$ cat config.mk
export PLATFORM = sky130hd
export DESIGN_NAME = lsu_misalign_seq
export DESIGN_NICKNAME = d
export VERILOG_FILES = /design/src/rtl/lsu_misalign_seq.sv
export SDC_FILE = /design/constraint.sdc
export NUM_CORES = 1
export LEC_CHECK = 0
export ABC_AREA = 1
export BUFFER_PORTS_ARGS = -buffer_cell sky130_fd_sc_hd__buf_4
export CAP_MARGIN = 40
export CELL_PAD_IN_SITES_DETAIL_PLACEMENT = 1
export CELL_PAD_IN_SITES_GLOBAL_PLACEMENT = 1
export CORE_UTILIZATION = 31
export CTS_BUF_LIST = sky130_fd_sc_hd__clkbuf_16
export DETAILED_ROUTE_END_ITERATION = 10
export PLACE_DENSITY = 0.77
export SETUP_SLACK_MARGIN = 0.5
export SYNTH_ARGS = -nofsm -noshare
export SYNTH_HDL_FRONTEND = slang
export SYNTH_SLANG_ARGS = --single-unit
$ cat constraint.sdc
create_clock -name clk_i -period 2 [get_ports clk_i]
set_input_delay 0.5 -clock clk_i [delete_from_list [all_inputs] [get_ports clk_i]]
set_output_delay 0.5 -clock clk_i [all_outputs]
set_load 0.05 [all_outputs]
$ cat src/rtl/lsu_misalign_seq.sv
// Splits misaligned EX-stage loads/stores into two aligned word accesses on the data bus.
// Optional macro LSU_MISALIGN_TRAP_EN: misaligned requests return an error instead of splitting.
module lsu_misalign_seq #(
  parameter int unsigned GNT_TIMEOUT = 0
) (
  input  logic        clk_i,
  input  logic        rst_ni,
  input  logic        lsu_req_i,
  input  logic        lsu_we_i,
  input  logic [1:0]  lsu_type_i,
  input  logic [31:0] adder_result_i,
  output logic        lsu_addr_incr_req_o,
  output logic [31:0] lsu_addr_last_o,
  output logic        data_req_o,
  output logic        data_we_o,
  output logic [31:0] data_addr_o,
  output logic [3:0]  data_be_o,
  input  logic        data_gnt_i,
  input  logic        data_rvalid_i,
  input  logic        data_err_i,
  output logic        busy_o,
  output logic        resp_valid_o,
  output logic        resp_err_o
);

  typedef enum logic [2:0] {
    IDLE = 3'd0,
    GNT1 = 3'd1,
    RV1  = 3'd2,
    GNT2 = 3'd3,
    RV2  = 3'd4,
    TRAP = 3'd5
  } state_e;

  state_e      state, state_next;
  logic        we_q;
  logic [1:0]  type_q;
  logic [31:0] cnt;
  logic        mis_q, timeout, trap_hit, resp_fire, resp_err_d;

  function automatic logic misaligned(input logic [1:0] t, input logic [1:0] off);
    case (t)
      2'b01:   misaligned = (off == 2'd3);
      2'b10:   misaligned = 1'b0;
      default: misaligned = (off != 2'd0);
    endcase
  endfunction

  function automatic logic [3:0] be_p1(input logic [1:0] t, input logic [1:0] off);
    case (t)
      2'b01:   be_p1 = 4'(4'b0011 << off);
      2'b10:   be_p1 = 4'(4'b0001 << off);
      default: be_p1 = 4'(4'b1111 << off);
    endcase
  endfunction

  function automatic logic [3:0] be_p2(input logic [1:0] t, input logic [1:0] off);
    be_p2 = 4'b0000;
    case (t)
      2'b01:   if (off == 2'd3) be_p2 = 4'b0001;
      2'b10:   be_p2 = 4'b0000;
      default: begin
        case (off)
          2'd1:    be_p2 = 4'b0001;
          2'd2:    be_p2 = 4'b0011;
          2'd3:    be_p2 = 4'b0111;
          default: be_p2 = 4'b0000;
        endcase
      end
    endcase
  endfunction

`ifdef LSU_MISALIGN_TRAP_EN
  localparam logic INCR_EN = 1'b0;
  assign trap_hit = (state == IDLE) && lsu_req_i && misaligned(lsu_type_i, adder_result_i[1:0]);
`else
  localparam logic INCR_EN = 1'b1;
  assign trap_hit = 1'b0;
`endif

  assign mis_q   = misaligned(type_q, lsu_addr_last_o[1:0]);
  assign timeout = (GNT_TIMEOUT != 0) && (cnt == GNT_TIMEOUT) && ((state == GNT1) || (state == GNT2));

  always_ff @(posedge clk_i or negedge rst_ni) begin
    if (!rst_ni) state <= IDLE;
    else         state <= state_next;
  end

  // Request attributes are captured once so both phases see the same access.
  always_ff @(posedge clk_i or negedge rst_ni) begin
    if (!rst_ni) begin
      lsu_addr_last_o <= 32'd0;
      we_q            <= 1'b0;
      type_q          <= 2'b00;
      cnt             <= 32'd0;
      resp_valid_o    <= 1'b0;
      resp_err_o      <= 1'b0;
    end else begin
      if ((state == IDLE) && lsu_req_i) begin
        lsu_addr_last_o <= adder_result_i;
        we_q            <= lsu_we_i;
        type_q          <= lsu_type_i;
      end
      if ((GNT_TIMEOUT != 0) && ((state == GNT1) || (state == GNT2)) && !data_gnt_i && !timeout)
        cnt <= cnt + 32'd1;
      else
        cnt <= 32'd0;
      resp_valid_o <= resp_fire;
      resp_err_o   <= resp_fire & resp_err_d;
    end
  end

  always_comb begin
    state_next = state;
    resp_fire  = 1'b0;
    resp_err_d = 1'b0;
    case (state)
      IDLE: begin
        if (trap_hit) begin
          state_next = TRAP;
          resp_fire  = 1'b1;
          resp_err_d = 1'b1;
        end else if (lsu_req_i) begin
          state_next = data_gnt_i ? RV1 : GNT1;
        end
      end
      GNT1, GNT2: begin
        if (timeout) begin
          state_next = IDLE;
          resp_fire  = 1'b1;
          resp_err_d = 1'b1;
        end else if (data_gnt_i) begin
          state_next = (state == GNT1) ? RV1 : RV2;
        end
      end
      RV1: begin
        if (data_rvalid_i) begin
          if (!mis_q || data_err_i) begin
            state_next = IDLE;
            resp_fire  = 1'b1;
            resp_err_d = data_err_i;
          end else begin
            state_next = GNT2;
          end
        end
      end
      RV2: begin
        if (data_rvalid_i) begin
          state_next = IDLE;
          resp_fire  = 1'b1;
          resp_err_d = data_err_i;
        end
      end
      default: state_next = IDLE;
    endcase
  end

  // Bus fields are forced to zero whenever no request is presented.
  always_comb begin
    data_req_o          = 1'b0;
    data_we_o           = 1'b0;
    data_addr_o         = 32'd0;
    data_be_o           = 4'b0000;
    lsu_addr_incr_req_o = 1'b0;
    case (state)
      IDLE: begin
        if (lsu_req_i && !trap_hit) begin
          data_req_o  = 1'b1;
          data_we_o   = lsu_we_i;
          data_addr_o = {adder_result_i[31:2], 2'b00};
          data_be_o   = be_p1(lsu_type_i, adder_result_i[1:0]);
        end
      end
      GNT1: begin
        if (!timeout) begin
          data_req_o  = 1'b1;
          data_we_o   = we_q;
          data_addr_o = {lsu_addr_last_o[31:2], 2'b00};
          data_be_o   = be_p1(type_q, lsu_addr_last_o[1:0]);
        end
      end
      GNT2: begin
        lsu_addr_incr_req_o = INCR_EN;
        if (!timeout) begin
          data_req_o  = 1'b1;
          data_we_o   = we_q;
          data_addr_o = {adder_result_i[31:2], 2'b00};
          data_be_o   = be_p2(type_q, lsu_addr_last_o[1:0]);
        end
      end
      default: ;
    endcase
  end

  assign busy_o = (state != IDLE);

endmodule

==> impl_results.md, run 1 <==
- 1st-iter DRT viols: 171
- Leak: 2.83 nW
- Layout cells sized above 1: 63.3%
- CTS sink cnt: 40
- First-pass GRT wire length: 17400 um
- Initial antenna violation count: 0
- Buf+Inv Stages, Crit Path: 3
- Clock Pin Slew Worst Setup and Hold Paths: 0.06 ns
- Synth Area per Inst: 7.05 um2
- Area of the multi-input gates: 2050 um2
- Layout Cell Area excl Fill: 5280 um2
- Synth Instances: 330
- Post-Syn Area: 2330 um2
- Final #Nets: 545
- Tcrit/Tclk final: 115%
- Io pins: 115
- Layout area overhead: 127%
- Worst Path Max Fanout: 3
- H-tree depth: 2
- Pre-CTS WS: -0.146 ns
- CTS tree: done
- Max Slew Vio Count: 0
- Main flop type after synthesis: dfrtp_1
- Die W: 88.6 um
- Ys Warns: 0
- WL/cell: 25.4 um
- Failing checks: setup timing
- Core Region: 7250 um2
- Crit path max-delay family: flip-flops
- Worst slew pin tran: 0.564 ns
- Setup tns final: -8.78 ns
- Arr. time, crit path: 1.80 ns
- Synth top area share: 43.0%
- Fin. Hold Viols: 0
- Post-DP Area: 4180 um2
- Critical-path top delay cell: dfrtp_1
- Total power: 11.2 mW
- Peak VDD IR: 1250 uV
- Vias in the first global route: 3333
- Setup crit end kind: output port
- FP Rows: 31
- # fillers: 760
- Synth top cells by count: nand2_1 (182), dfrtp_1 (40), nand3_1 (39)
- Die Ht: 88.6 um
- Routed WL: 15300 um
- # DRC: 0
- FFs w/ async S/R, synth: 100%
- Area leader, netlist: dfrtp_1
- Worst skew pair latency: 0.29 ns
- Worst Hold Class: in2async
- CP startpoint kind: flop
- Pin count of the biggest net entering global routing: 41
- RSZ-0062 raised after global routing: yes
- Fmax: 434 MHz
- Post-route ant nets: 0
- Yosys reg bits: 40
- Post-DP HPWL: 6950 um
- DIE AREA: 7860 um2
- DR pass1 iterations: 4
- CTS Buf Count: 5
- Port Buffers: 112
- Status: complete, but fails checks
- N_diodes: 0
- Register area: 1010 um2
- Sequential-to-total area share from yosys stat: 43.0%
- Clock skew: 0.00447 ns
- Crit path kind: reg2out
- Via Count: 3271
- Critical path data required time: 1.50 ns
- Worst hold margin: 0.201 ns
- # setup viols final: 36
- Vias per cell: 5.44
- Synth cell types: 23
- Slew HR: 62.4%
- Root Buffer: clkbuf_16
- EDFF count, synth: 0
- Top cells by area, synth: dfrtp_1 (43%), nand2_1 (29%), nand3_1 (8.4%)
- Max-Cap Viols: 0
- Power Dens Cells: 2130 nW/um2
- Critical path, cell by cell: inv_2, ha_4, inv_2, nand2_2, nand2_2, o211ai_1, buf_4
- Count leader, synth: nand2_1
- Worst-case clock buffer depth: 2
- Post-route minimum period: 2.30 ns
- Slowest cell delay on critical path: 0.40 ns
- Total grt overflow: 0
- PnR worst setup slack: -0.305 ns
- GPL Wtd Cong: 0.841
- Starting density of the core: 32.1%
- Tot GR Track Use: 29.9%
-- worst paths after layout --
| path | start | endpoint | slack (ns) | cells past startpoint |
|---|---|---|---|---|
| worst max-delay path | type_q[0]$_DFFE_PN0P_ | data_be_o[0] | -0.30 | 7 |
| worst min-delay path | rst_ni | lsu_addr_last_o[12]$_DFFE_PN0P_ | 0.20 | 1 |
| worst max register to register | state[0]$_DFFE_PN0P_ | lsu_addr_last_o[0]$_DFFE_PN0P_ | 0.28 | 7 |
| worst min register to register | lsu_addr_last_o[20]$_DFFE_PN0P_ | lsu_addr_last_o[20]$_DFFE_PN0P_ | 0.52 | 2 |
| max in group asynchronous | rst_ni | state[1]$_DFFE_PN0P_ | 1.37 | 1 |
| min in group clk_i | adder_result_i[13] | lsu_addr_last_o[13]$_DFFE_PN0P_ | 0.47 | 3 |
-- area by class of cell --
| class | count | area share, % |
|---|---|---|
| multi-input cells | 258 | 38.8 |
| repair buffers | 178 | 35.4 |
| flip-flops and latches | 40 | 19.1 |
| clock buffers | 5 | 2.37 |
| well taps | 99 | 2.35 |
| inverters | 18 | 1.80 |
| clock inverters | 3 | 0.237 |
-- power by group --
| group | total [mW] | internal [mW] | switching, mW |
|---|---|---|---|
| sequential | 1.67 | 1.20 | 0.470 |
| clock | 0.792 | 0.452 | 0.340 |
| combinational | 8.78 | 3.32 | 5.46 |
-- repair_timing --
action | CTS | global route
buffers inserted | 16 | 7
hold buffers | 0 | 0
cloned | 3 | 5
resized for setup | 106 | 76
pin swaps | 9 | 19
setup endpoints to repair | 68 | 71
-- worst register-to-register path: cells and delay by family, from the launching register on --
family / cells / cell delay, ns
and+or+nand+nor: 4 / 0.57
DFF: 1 / 0.42
buffers and inverters: 2 / 0.39
AOI/OAI and AO/OA: 1 / 0.19
-- per-layer routing --
| layer | track usage [%] | routed length, um | up-vias |
|---|---|---|---|
| li1 | - | - | 1393 |
| met3 | 5.60 | 877 | 61 |
| met2 | 57.4 | 8180 | 171 |
| met5 | 0 | 0 | - |
| met4 | 10.6 | 782 | 0 |
| met1 | 32.6 | 5420 | 1646 |
-- per-stage QoR --
stage | cells | utilization, %
after floorplan | 331 | -
after global placement | 562 | 57.6
after detailed placement | 562 | 57.6
after CTS | 589 | 67.0
after global routing | 601 | 72.8
final | 601 | 72.8
-- kinds of logic after synthesis --
family	after synthesis	synth area share, %
fa+ha+maj	3	1.61
compound gates	16	4.19
flops	40	43.0
buf+inv	33	8.44
other cells	1	0.161
simple gates	237	42.6
-- sequential cells by signal, indices dropped and copies added, names as in the netlist --
register and cells:
type_q 2, we_q 1, resp_valid_o 1, state 3, lsu_addr_last_o 32, resp_err_o 1
-- cell usage in the layout, fill, tap and decap left out, types with 2 or more instances in the layout --
| master | netlist | final |
|---|---|---|
| nand4_1 | 2 | 2 |
| o211ai_1 | 4 | 4 |
| buf_16 | 0 | 2 |
| nor2_1 | 5 | 3 |
| conb_1 | 1 | 2 |
| nand2_1 | 182 | 104 |
| dfrtp_2 | 0 | 4 |
| nand2_4 | 1 | 39 |
| inv_2 | 2 | 2 |
| o21ai_0 | 10 | 9 |
| nand2_8 | 0 | 5 |
| buf_8 | 0 | 36 |
| buf_4 | 3 | 109 |
| nor2_4 | 2 | 4 |
| nand3_2 | 0 | 2 |
| ha_4 | 0 | 2 |
| nand3_4 | 0 | 31 |
| nand2_2 | 0 | 35 |
| buf_12 | 0 | 6 |
| inv_1 | 15 | 13 |
| dfrtp_1 | 40 | 36 |
| nor3_1 | 3 | 3 |
| buf_6 | 7 | 21 |
| inv_8 | 0 | 2 |
| clkbuf_16 | 0 | 9 |
| nand3_1 | 39 | 6 |
No activity file was read; power rests on OpenSTA's default activity.
==> run 2: changes to the inputs <==
--- a/config.mk
+++ b/config.mk
@@ -5,12 +5,11 @@
 export SDC_FILE = /design/constraint.sdc
 export NUM_CORES = 1
 export LEC_CHECK = 0
-export ABC_AREA = 1
 export BUFFER_PORTS_ARGS = -buffer_cell sky130_fd_sc_hd__buf_4
 export CAP_MARGIN = 40
 export CELL_PAD_IN_SITES_DETAIL_PLACEMENT = 1
 export CELL_PAD_IN_SITES_GLOBAL_PLACEMENT = 1
-export CORE_UTILIZATION = 31
+export CORE_UTILIZATION = 33
 export CTS_BUF_LIST = sky130_fd_sc_hd__clkbuf_16
 export DETAILED_ROUTE_END_ITERATION = 10
 export PLACE_DENSITY = 0.77
==> impl_results.md, run 2 <==
- Status: complete, but fails checks
- Failing checks: setup timing
- Synth cell types: 35
- WL/cell: 26.1 um
- Starting density of the core: 34.1%
- Post-DP HPWL: 5200 um
- Layout Cell Area excl Fill: 4640 um2
- Port Buffers: 112
- Worst Hold Class: in2async
- Most frequent cells in the layout: buf_4 (97), dfrtp_1 (35), buf_8 (32)
- Root Buffer: clkbuf_16
- Fmax: 436 MHz
- Layout area overhead: 114%
- First-pass GRT wire length: 14500 um
- Post-DP Area: 3650 um2
- Pre-CTS WS: -0.0630 ns
- Worst skew pair latency: 0.29 ns
- CTS tree: done
- Io pins: 115
- Setup tns final: -8.96 ns
- Ys Warns: 0
- Top cells by area, synth: dfrtp_1 (46%), mux2_2 (17%), a22o_1 (13%)
- Area leader, netlist: dfrtp_1
- CP startpoint kind: flop
- Largest register FFs: 32
- Worst Path Max Fanout: 4
- Die W: 83.1 um
- Synth Area per Inst: 11.4 um2
- # DRC: 0
- Top reg by flops: lsu_addr_last_o
- Die Ht: 83.1 um
- DR pass1 iterations: 4
- Clock skew: 0.00499 ns
- Routed WL: 11200 um
- Vias per cell: 5.48
- Slew HR: 64.6%
- Synth top cells by count: dfrtp_1 (40), mux2_2 (32), a22o_1 (31)
- FFs w/ async S/R, synth: 100%
- Count leader, synth: dfrtp_1
- Critical path data required time: 1.50 ns
- PnR worst setup slack: -0.291 ns
- FP Rows: 29
- Sequential-to-total area share from yosys stat: 46.2%
- Total grt overflow: 0
- Layout cells sized above 1: 81.7%
- Core Region: 6350 um2
- Worst-case clock buffer depth: 2
- # setup viols final: 36
- GPL Wtd Cong: 0.784
- Pin count of the biggest net entering global routing: 41
- H-tree depth: 2
- Final Util: 73.1%
- Main flop type after synthesis: dfrtp_1
- Tot GR Track Use: 27.9%
- Arr. time, crit path: 1.79 ns
- Post-Syn Area: 2170 um2
- Max Slew Vio Count: 0
- Largest regs: lsu_addr_last_o (32), state (3), type_q (2)
- Max-Cap Viols: 0
- Synth top area share: 46.2%
- EDFF count, synth: 0
- N_diodes: 0
- Via Count: 2342
- Crit path kind: reg2out
- Tcrit/Tclk final: 115%
- Worst slew pin tran: 0.531 ns
- CTS sink cnt: 40
- Fin. Hold Viols: 0
- Post-route ant nets: 0
- DIE AREA: 6900 um2
- CTS Buf Count: 5
- Final #Nets: 393
- Post-route minimum period: 2.29 ns
- Setup crit end kind: output port
- 1st-iter DRT viols: 89
- Vias in the first global route: 2619
- Commonest non-fill, non-tap cell in the layout: buf_4
- Clock Pin Slew Worst Setup and Hold Paths: 0.06 ns
- Yosys reg bits: 40
- RSZ-0062 raised after global routing: yes
- Synth Instances: 191
- Initial antenna violation count: 0
## run 2: cell count changes in the layout (fill, tap and decap cells not counted), moves of 5 or more
cell	delta
o21ai_0	-6
nand3_4	-30
inv_1	-10
nand3_1	-6
nand2_4	-37
nand2_2	-32
nand2_1	-101
a22o_4	+30
o21ai_2	+5
buf_4	-12
mux2_2	+30
buf_6	+5
nand2_8	-5
## run 2: cells by family (layout without fill, tap and decap cells)
family | Yosys count | count (layout) | share of synthesized area, %
buf+inv | 21 | 179 | 4.73
mux | 33 | 33 | 17.1
other cells | 1 | 2 | 0.173
simple gates | 34 | 34 | 8.89
compound gates | 58 | 58 | 20.8
xor+xnor | 1 | 1 | 0.404
fa+ha+maj | 3 | 3 | 1.73
flops | 40 | 40 | 46.2
## run 2: area by class of cell
class	instances	area, um2
Multi-Input combinational cell	131	1640
Timing Repair Buffer	165	1730
Tap cell	77	96.3
Fill cell	590	1710
Sequential cell	40	1010
Clock inverter	3	12.5
Clock buffer	5	125
Inverter	6	31.3
## run 2: layer usage
metal / vias up / global-route usage (%) / share of wire (%)
met1: 1183 / 31.5 / 37
met4: 0 / 11.3 / 3.7
met3: 30 / 4.87 / 3.9
li1: 1032 / - / -
met5: - / 0 / 0
met2: 97 / 51.7 / 55
## run 2: worst max-delay path: stages (launching register included)
cell     delay, ns
dfrtp_1       0.44
ha_4          0.36
o21ai_2       0.09
and2_4        0.15
o32a_1        0.19
o31ai_4       0.08
buf_6         0.20
## run 2: worst paths after layout
check | startpoint | endpoint | slack (ns) | cells past startpoint
setup / recovery | type_q[1]$_DFFE_PN0P_ | data_be_o[0] | -0.29 | 6
hold / removal | rst_ni | lsu_addr_last_o[20]$_DFFE_PN0P_ | 0.19 | 1
setup reg to reg | state[1]$_DFFE_PN0P_ | state[1]$_DFFE_PN0P_ | 0.09 | 6
hold reg to reg | lsu_addr_last_o[24]$_DFFE_PN0P_ | lsu_addr_last_o[24]$_DFFE_PN0P_ | 0.55 | 1
max in group asynchronous | rst_ni | lsu_addr_last_o[0]$_DFFE_PN0P_ | 1.41 | 1
min in group clk_i | adder_result_i[21] | lsu_addr_last_o[21]$_DFFE_PN0P_ | 0.45 | 2
## run 2: per-stage QoR
step           hold slack, ns  instances
2_1_floorplan           0.204        192
3_3_place_gp            0.494        388
3_5_place_dp            0.504        388
4_1_cts                 0.209        410
5_1_grt                 0.230        427
6_report                0.191        427
## run 2: repair_timing
item | CTS | global route
setup buffers | 10 | 17
gates resized for setup | 94 | 50
hold buffers | 0 | 0
endpoints found under the setup margin | 71 | 78
cloned | 4 | 0
pin swaps | 15 | 13
Power of run 2 is left out: the tool's default activity adds up to more than one toggle a clock period on the data nets, which glitch-free logic cannot reach.
==> run 3: changes to the inputs <==
==> constraint.sdc (replaced) <==
create_clock -name clk_i -period 2 [get_ports clk_i]
set_input_delay 0.1 -clock clk_i [delete_from_list [all_inputs] [get_ports clk_i]]
set_output_delay 0.1 -clock clk_i [all_outputs]
set_load 0.05 [all_outputs]
==> impl_results.md, run 3 (synthesized netlist as in run 2, its figures left out) <==
- CTS tree: done
- Critical-path top delay cell: dfrtp_2
- Crit. Startpoint: state[0]$_DFFE_PN0P_
- First-pass GRT wire length: 12400 um
- Crit path capture: data_be_o[1]
- RSZ-0062 raised after global routing: yes
- Most frequent cells in the layout: buf_4 (99), dfrtp_1 (36), buf_8 (31)
- # DRC: 0
- R2R Setup Slk: 0.14 ns
- Largest register FFs: 32
- Post-route ant nets: 0
- Setup crit end kind: output port
- 1st-iter DRT viols: 90
- Critical path, cell by cell: nor2b_1, nand2_1, clkinvlp_4, nand3_1, o311ai_4, buf_6
- Crit path kind: reg2out
- Largest regs: lsu_addr_last_o (32), state (3), type_q (2)
- Root Buffer: clkbuf_16
- Status: complete, but fails checks
- Via Count: 2338
- Register area: 1010 um2
- DIE AREA: 6900 um2
- Area of the multi-input gates: 1500 um2
- Slew HR: 61.4%
- Max Slew Vio Count: 0
- Setup tns final: -0.0174 ns
- Worst-case clock buffer depth: 2
- Tcrit/Tclk final: 101%
- WL/cell: 25.6 um
- Max-Cap Viols: 0
- Critical path data required time: 1.90 ns
- Critical R2R Launch: state[0]$_DFFE_PN0P_
- Post-route minimum period: 2.02 ns
- H-tree depth: 2
- Worst Path Max Fanout: 8
- Vias per cell: 5.57
- Vias in the first global route: 2284
- Layout area overhead: 105%
- CTS sink cnt: 40
- Post-DP HPWL: 4870 um
- Fmax: 496 MHz
- Total grt overflow: 0
- Clock skew: 0.00416 ns
- Io pins: 115
- GPL Wtd Cong: 0.816
- N_diodes: 0
- Worst Hold Class: in2reg
- Die W: 83.1 um
- FP Rows: 29
- Pin count of the biggest net entering global routing: 41
- Cells on worst reg2reg path: 5
- # setup viols final: 1
- Worst skew pair latency: 0.29 ns
- Core Region: 6350 um2
- CP startpoint kind: flop
- Fin. Hold Viols: 0
- Initial antenna violation count: 0
- Routed WL: 10700 um
- DR pass1 iterations: 4
- Clock Pin Slew Worst Setup and Hold Paths: 0.07 ns
- Reg-to-reg endpoint: state[1]$_DFFE_PN0P_
- Commonest non-fill, non-tap cell in the layout: buf_4
- Slowest cell delay on critical path: 0.51 ns
- Arr. time, crit path: 1.92 ns
- Worst slew pin tran: 0.574 ns
- Tot GR Track Use: 23.1%
- Port Buffers: 112
- Layout cells sized above 1: 75.8%
- Starting density of the core: 34.1%
- PnR worst setup slack: -0.0174 ns
- Die Ht: 83.1 um
- # fillers: 603
- CTS Buf Count: 5
- Top reg by flops: lsu_addr_last_o
- Failing checks: setup timing
- Final #Nets: 386
-- run 3: cell count changes in the layout (fill, tap and decap cells not counted), moves of 3 or more --
cell,change
buf_6,-8
a22o_2,+3
a22o_4,-3
buf_16,-3
clkbuf_16,+3
nand2_1,+3
nor2_1,+3
o21ai_0,+3
-- run 3: area by class of cell --
cell class                      instances  area share, %
Clock inverter                          3           1.44
Clock buffer                            5           2.81
Sequential cell                        40           22.6
Timing Repair Buffer                  158           36.5
Inverter                                6          0.591
Tap cell                               77           2.17
Multi-Input combinational cell        131           33.8
-- run 3: how the worst min path moves through the flow --
stage	cells past startpoint	slack (ns)	start	to
2_1_floorplan	0	-0.20	rst_ni	lsu_addr_last_o[0]$_DFFE_PN0P_
6_report	2	0.05	adder_result_i[29]	lsu_addr_last_o[29]$_DFFE_PN0P_
3_3_place_gp	1	0.12	rst_ni	lsu_addr_last_o[31]$_DFFE_PN0P_
3_5_place_dp	1	0.12	rst_ni	lsu_addr_last_o[23]$_DFFE_PN0P_
4_1_cts	3	0.04	lsu_type_i[1]	type_q[1]$_DFFE_PN0P_
5_1_grt	2	0.06	adder_result_i[29]	lsu_addr_last_o[29]$_DFFE_PN0P_
-- run 3: routing by layer --
layer,up-vias,track usage (%),routed length (um)
li1,1021,-,-
met1,1205,27.4,4010
met2,85,41.4,6010
met3,27,3.78,389
met4,0,9.56,321
met5,-,0,0
-- run 3: what timing repair did --
item / 4_1_cts / 5_1_grt
pin swaps: 8 / 6
hold buffers: 1 / 0
endpoints found under the setup margin: 72 / 73
setup buffers: 19 / 12
cloned: 2 / 4
resized for setup: 83 / 59
endpoints found under the hold margin: 40 / 0
-- run 3: worst max-delay path: cells and delay by family, from the launching register on --
kind / cells / cell delay, ns
compound gates: 1 / 0.10
buf+inv: 2 / 0.32
flops: 1 / 0.51
simple gates: 3 / 0.69
-- run 3: through the flow --
| step | setup WS [ns] | std cells | hold slack (ns) | area, um2 | utilization (%) |
|---|---|---|---|---|---|
| floorplan | 0.388 | 192 | -0.196 | 2290 | - |
| global placement | 0.237 | 374 | 0.117 | 3230 | 50.9 |
| detailed placement | 0.247 | 374 | 0.118 | 3230 | 50.9 |
| CTS | 0.154 | 404 | 0.0396 | 3990 | 62.8 |
| global route | -0.0694 | 420 | 0.0586 | 4450 | 70.0 |
| finish | -0.0174 | 420 | 0.0527 | 4450 | 70.0 |
Power of run 3 is left out for the same reason.
